**src/rtl/datapath_ctrl_pkg.sv**
```systemverilog
// datapath_ctrl_pkg: opcodes, FS codes, states and CTRWRD field layout for datapath_ctrl.
package datapath_ctrl_pkg;
  typedef enum logic [2:0] {
    S_FETCH, S_EXEC, S_MEM, S_WB, S_BR, S_HALT
`ifdef DPC_BUS_TIMEOUT_EN
    , S_FAULT
`endif
  } state_t;
  typedef enum logic [1:0] {C_ALU, C_MEM, C_BR, C_HALT} op_class_t;
  localparam logic [3:0] OP_MOVA = 4'h0, OP_INC = 4'h1, OP_ADD = 4'h2, OP_SUB = 4'h3;
  localparam logic [3:0] OP_AND = 4'h4, OP_OR = 4'h5, OP_XOR = 4'h6, OP_NOT = 4'h7;
  localparam logic [3:0] OP_LDI = 4'h8, OP_ADI = 4'h9, OP_LD = 4'hA, OP_ST = 4'hB;
  localparam logic [3:0] OP_BRZ = 4'hC, OP_BRN = 4'hD, OP_JMP = 4'hE, OP_HALT = 4'hF;
  localparam logic [3:0] FS_MOVA = 4'b0000, FS_INC = 4'b0001, FS_ADD = 4'b0010, FS_SUB = 4'b0101;
  localparam logic [3:0] FS_AND = 4'b1000, FS_OR = 4'b1001, FS_XOR = 4'b1010, FS_NOT = 4'b1011;
  localparam logic [3:0] FS_MOVB = 4'b1100;
  localparam int DA_LSB = 13, AA_LSB = 10, BA_LSB = 7, MB_BIT = 6, FS_LSB = 2, MD_BIT = 1, RW_BIT = 0;
  function automatic logic [3:0] alu_fs(input logic [3:0] op);
    case (op)
      OP_INC:  alu_fs = FS_INC;
      OP_ADD:  alu_fs = FS_ADD;
      OP_SUB:  alu_fs = FS_SUB;
      OP_AND:  alu_fs = FS_AND;
      OP_OR:   alu_fs = FS_OR;
      OP_XOR:  alu_fs = FS_XOR;
      OP_NOT:  alu_fs = FS_NOT;
      OP_LDI:  alu_fs = FS_MOVB;
      OP_ADI:  alu_fs = FS_ADD;
      default: alu_fs = FS_MOVA;
    endcase
  endfunction
endpackage

```
**src/rtl/datapath_ctrl_decode.sv**
```systemverilog
// dpc_decode: combinational instruction word -> CTRWRD template, Cin constant and op class.
module dpc_decode
  import datapath_ctrl_pkg::*;
(
  input  logic [15:0] i_ir,
  output logic [15:0] o_ctrwrd,
  output logic [15:0] o_cin,
  output op_class_t   o_cls
);
  logic [3:0] w_op;
  logic       w_imm;
  logic       w_alu;
  assign w_op  = i_ir[15:12];
  assign w_imm = (w_op == OP_LDI) || (w_op == OP_ADI);
  assign o_cls = (w_op == OP_HALT) ? C_HALT :
                 (w_op == OP_LD || w_op == OP_ST) ? C_MEM :
                 (w_op >= OP_BRZ) ? C_BR : C_ALU;
  assign w_alu = (o_cls == C_ALU);
  // Only writing ops carry DA and RW; branches present R[sa] through an FS=0000 pass.
  assign o_ctrwrd = (o_cls == C_HALT) ? 16'h0000 :
                    {w_alu ? i_ir[11:9] : 3'b000, i_ir[8:6], i_ir[5:3], w_imm,
                     w_alu ? alu_fs(w_op) : FS_MOVA, 1'b0, w_alu};
  assign o_cin = w_imm ? {10'b0, i_ir[5:0]} : 16'h0000;
endmodule

```
**src/rtl/datapath_ctrl.sv**
```systemverilog
// datapath_ctrl: multi-cycle fetch/exec/mem/branch sequencer for the 8x16 datapath.
// Optional DPC_BUS_TIMEOUT_EN adds a mem_ack wait counter and a FAULT state.
module datapath_ctrl
  import datapath_ctrl_pkg::*;
#(
  parameter logic [15:0] RESET_PC = 16'h0000,
  parameter logic [7:0]  TIMEOUT  = 8'd255
) (
  input  logic        CLK,
  input  logic        RESET,
  output logic [15:0] CTRWRD,
  output logic [15:0] Cin,
  output logic [15:0] Din,
  input  logic [15:0] Adrout,
  input  logic [15:0] Dout,
  input  logic        V,
  input  logic        C,
  input  logic        N,
  input  logic        Z,
  output logic        mem_req,
  output logic        mem_we,
  output logic [15:0] mem_addr,
  output logic [15:0] mem_wdata,
  input  logic [15:0] mem_rdata,
  input  logic        mem_ack,
  output logic        halted,
  output logic [15:0] pc
);
  state_t      r_state;
  op_class_t   r_cls;
  op_class_t   w_cls;
  logic [15:0] r_ir, r_pc, r_ctrwrd, r_cin, r_din, r_addr, r_wdata;
  logic [15:0] w_ctrwrd, w_cin, w_br_pc;
  logic        r_req, r_we, r_halted;
  logic        w_unused;
`ifdef DPC_BUS_TIMEOUT_EN
  logic [7:0]  r_wait;
  assign w_unused = V ^ C;
`else
  assign w_unused = ^{V, C, TIMEOUT};
`endif
  dpc_decode u_decode (.i_ir(mem_rdata), .o_ctrwrd(w_ctrwrd), .o_cin(w_cin), .o_cls(w_cls));
  assign w_br_pc = (r_ir[15:12] == OP_JMP) ? Adrout :
                   ((r_ir[15:12] == OP_BRZ && Z) || (r_ir[15:12] == OP_BRN && N)) ?
                   r_pc + {{10{r_ir[5]}}, r_ir[5:0]} : r_pc;
  always_ff @(posedge CLK or posedge RESET)
    if (RESET) begin
      r_state  <= S_FETCH;
      r_cls    <= C_ALU;
      r_ir     <= 16'h0000;
      r_pc     <= RESET_PC;
      r_ctrwrd <= 16'h0000;
      r_cin    <= 16'h0000;
      r_din    <= 16'h0000;
      r_addr   <= 16'h0000;
      r_wdata  <= 16'h0000;
      r_req    <= 1'b0;
      r_we     <= 1'b0;
      r_halted <= 1'b0;
`ifdef DPC_BUS_TIMEOUT_EN
      r_wait   <= 8'd0;
`endif
    end else begin
`ifdef DPC_BUS_TIMEOUT_EN
      r_wait <= (r_req && !mem_ack) ? r_wait + 8'd1 : 8'd0;
      if (r_req && !mem_ack && r_wait == TIMEOUT - 8'd1) begin
        r_req    <= 1'b0;
        r_we     <= 1'b0;
        r_ctrwrd <= 16'h0000;
        r_halted <= 1'b1;
        r_state  <= S_FAULT;
      end else
`endif
      case (r_state)
        // Every fetch starts with req low so the cycle after any ack sees req deasserted.
        S_FETCH:
          if (!r_req) begin
            r_req  <= 1'b1;
            r_we   <= 1'b0;
            r_addr <= r_pc;
          end else if (mem_ack) begin
            r_req    <= 1'b0;
            r_ir     <= mem_rdata;
            r_pc     <= r_pc + 16'd1;
            r_ctrwrd <= w_ctrwrd;
            r_cin    <= w_cin;
            r_cls    <= w_cls;
            r_state  <= S_EXEC;
          end
        S_EXEC:
          case (r_cls)
            C_ALU: begin
              r_ctrwrd <= 16'h0000;
              r_state  <= S_FETCH;
            end
            C_MEM: begin
              r_req   <= 1'b1;
              r_we    <= (r_ir[15:12] == OP_ST);
              r_addr  <= Adrout;
              r_wdata <= Dout;
              r_state <= S_MEM;
            end
            C_BR: r_state <= S_BR;
            default: begin
              r_ctrwrd <= 16'h0000;
              r_halted <= 1'b1;
              r_state  <= S_HALT;
            end
          endcase
        S_MEM:
          if (mem_ack) begin
            r_req    <= 1'b0;
            r_we     <= 1'b0;
            r_din    <= (r_ir[15:12] == OP_LD) ? mem_rdata : r_din;
            r_ctrwrd <= (r_ir[15:12] == OP_LD) ? {r_ir[11:9], r_ctrwrd[12:2], 2'b11} : 16'h0000;
            r_state  <= (r_ir[15:12] == OP_LD) ? S_WB : S_FETCH;
          end
        S_WB: begin
          r_ctrwrd <= 16'h0000;
          r_state  <= S_FETCH;
        end
        S_BR: begin
          r_pc     <= w_br_pc;
          r_ctrwrd <= 16'h0000;
          r_state  <= S_FETCH;
        end
        default: ;
      endcase
    end
  assign CTRWRD    = r_ctrwrd;
  assign Cin       = r_cin;
  assign Din       = r_din;
  assign mem_req   = r_req;
  assign mem_we    = r_we;
  assign mem_addr  = r_addr;
  assign mem_wdata = r_wdata;
  assign halted    = r_halted;
  assign pc        = r_pc;
endmodule

```
**config.mk**
```make
export PLATFORM = sky130hd
export DESIGN_NAME = datapath_ctrl
export DESIGN_NICKNAME = d
export VERILOG_FILES = /design/src/rtl/datapath_ctrl_pkg.sv /design/src/rtl/datapath_ctrl_decode.sv /design/src/rtl/datapath_ctrl.sv
export SDC_FILE = /design/constraint.sdc
export NUM_CORES = 1
export LEC_CHECK = 0
export CORE_MARGIN = 2
export CORE_UTILIZATION = 30
export CTS_CLUSTER_SIZE = 10
export DETAILED_ROUTE_END_ITERATION = 10
export GPL_TIMING_DRIVEN = 0
export HOLD_SLACK_MARGIN = 0.08
export SLEW_MARGIN = 25
export SYNTH_ARGS = -nofsm -noshare
export SYNTH_HDL_FRONTEND = slang
export SYNTH_SLANG_ARGS = --single-unit
```
**constraint.sdc**
```tcl
create_clock -name CLK -period 6 [get_ports CLK]
set_clock_uncertainty 0.1 [all_clocks]
set_input_delay 1.2 -clock CLK [delete_from_list [all_inputs] [get_ports CLK]]
set_output_delay 1.2 -clock CLK [all_outputs]
set_load 0.1 [all_outputs]
```
==> results.txt <==
Post-synth top area share - 45.68%
Clock slew at reported path FFs - 0.08 ns
Gates resized, CTS repair - 0
Routing usage on met3 - 5.831%
DP HPWL - 12,860 microns
Post-CTS Hold Fix Bufs - 0
Clock Tree Buf Depth - 2
Layout area overhead - 35.90%
DIE AREA - 20,670 sq um
Synth async-reset ratio - 100.0%
Tightest hold margin - 0.3728 ns
Crit-path max FO - 8
Yosys reg bits - 107
Final Cell Area - 7966 sq um
Pin count of the biggest net entering global routing - 58
RSZ-0062 raised after global routing - no
Final setup violation count - 0
Core ar. - 19,330 sq um
Vias/cell - 4.902
Data required, critical path - 4.70 ns
Antenna diode count - 0
Placement Rows - 51
CP cell instances - clkdlybuf4s50_1
H-tree Lvls - 3
CP top delay family - buffers and inverters
Final Hold Fails - 0
Via count - 5,167
Commonest non-fill, non-tap cells in the layout - clkdlybuf4s50_1 (139), nand2_1 (118), dfrtp_1 (107)
Worst-skew pair later-pin latency - 0.36 ns
Highest Clock Rate - 291.8 MHz
Most area-consuming cells after synthesis - dfrtp_1 (46%), nand2_1 (7.6%), mux2_2 (4.6%)
DRC violations left - 0
Gr usage total - 16.70%
Maxcap violations - 0
Largest area contributor in the netlist - dfrtp_1
Setup Buffers After CTS - 0
Syn Area/Cell - 9.394 sq um
Vias in the first global route - 4,831
Die width - 143.8 microns
Dpl cell area - 7660 sq um
Sequential-to-total area share from yosys stat - 45.68%
Initial antenna violation count - 0
Slew margin rel. - 30.48%
DRT Pass-1 Iters - 5
Post-route setup TNS - 0 ns
CTS tree - built
GPL Wtd Cong - 0.8768
First-pass GRT wire length - 26,670 microns
Most common cell after layout, fill and taps aside - clkdlybuf4s50_1
Die H - 143.8 microns
Root buffer cell - clkbuf_16
Post-Synthesis Cells - 624
CP Launch Type - flop
Yosys warns - 0
M1 GR Usage - 23.33%
Nets@finish - 860
GRT busiest layer - met2
Synth cell types - 63
Wire length per cell - 16.19 microns
Number of enable flip-flop cells after synthesis - 0
Slowest stage delay, CP - 1.21 ns
Max-slew violations - 0
Syn Std Cell Area - 5862 sq um
Share of cells above drive strength 1 - 9.632%
Hold Path Class - reg2reg
Minimum clock period - 3.427 ns
Grt ovf - 0
Slowest-stage cell, CP - clkdlybuf4s50_1
Final ANT Viol Nets - 0
Num Clock Sinks - 107
CP arrival - 2.13 ns
Io pins - 154
Initial DRC count - 370
Inserted Clock Buffers - 9
Main flop type after synthesis - dfrtp_1
Met2 Resource Use GR - 24.94%
Critical Path End Type - primary output
Final period util - 57.12%
Routed WL - 17,060 microns
CP Buf/Inv Count - 1
Tightest Pin Transition - 1.040 ns
Critical path class - reg2out
Status - finished, final reports clean
Port-buffer cells - 139
Initial core utilization - 30.32%
==> cells in the mapped netlist, drive strengths merged (9+ instances only) <==
cell	n
mux2i	18
nand2	118
nand3	16
mux2	31
ha	20
dfrtp	107
inv	12
o21ai	51
buf	23
nor3	9
nor2	39
a21oi	43
clkbuf	19
==> metal layers <==
layer,routed length (microns),part of all wire [%]
met2,7293,43
met1,8040,47
met3,1551,9.1
met5,0,0
met4,175,1.0
==> state kept, by name, indices dropped and copies added, names as in the netlist <==
signal and count:
pc 16, r_ir 13, mem_we 1, halted 1, mem_req 1, Din 16, r_cls 2, mem_wdata 16
CTRWRD 16, Cin 6, mem_addr 16, r_state 3
==> worst paths after layout <==
kind                              from     end  slack (ns)  depth (start not counted)
worst max-delay path            pc[13]  pc[13]        2.57                          1
worst min-delay path            halted  halted        0.37                          1
worst max register to register   pc[0]   pc[8]        3.09                          8
worst min register to register  halted  halted        0.37                          1
max in group asynchronous        RESET  pc[10]        3.99                          3
min in group asynchronous        RESET  Din[2]        1.14                          2
==> final cells by class <==
class	count	area (sq um)
fillers	1907	11370
multi-input cells	472	2958
flip-flops and latches	107	2678
repair buffers	140	1419
well taps	265	331.6
clock buffers	9	225.2
plain buffers	42	224.0
clock inverters	7	81.33
inverters	12	50.05
==> per-stage QoR <==
step	utilization (%)	cells	setup slack [ns]
CTS	41.20	1054	2.554
floorplan	-	633	1.883
global route	41.20	1054	2.508
detailed placement	39.62	1038	2.435
global placement	39.40	1037	0.03370
finish	41.20	1054	2.573
==> cell families after synthesis <==
family | share of synthesized area [%]
multiplexers | 9.029
AND/OR/NAND/NOR | 16.76
AO/OA/AOI/OAI | 17.48
flip-flops | 45.68
buffers and inverters | 4.589
adder cells (fa/ha/maj) | 4.610
XOR/XNOR | 1.793
other | 0.06397
Power is not shown: default switching activity piles up to over one toggle a cycle in this logic, so the estimate is an artifact.
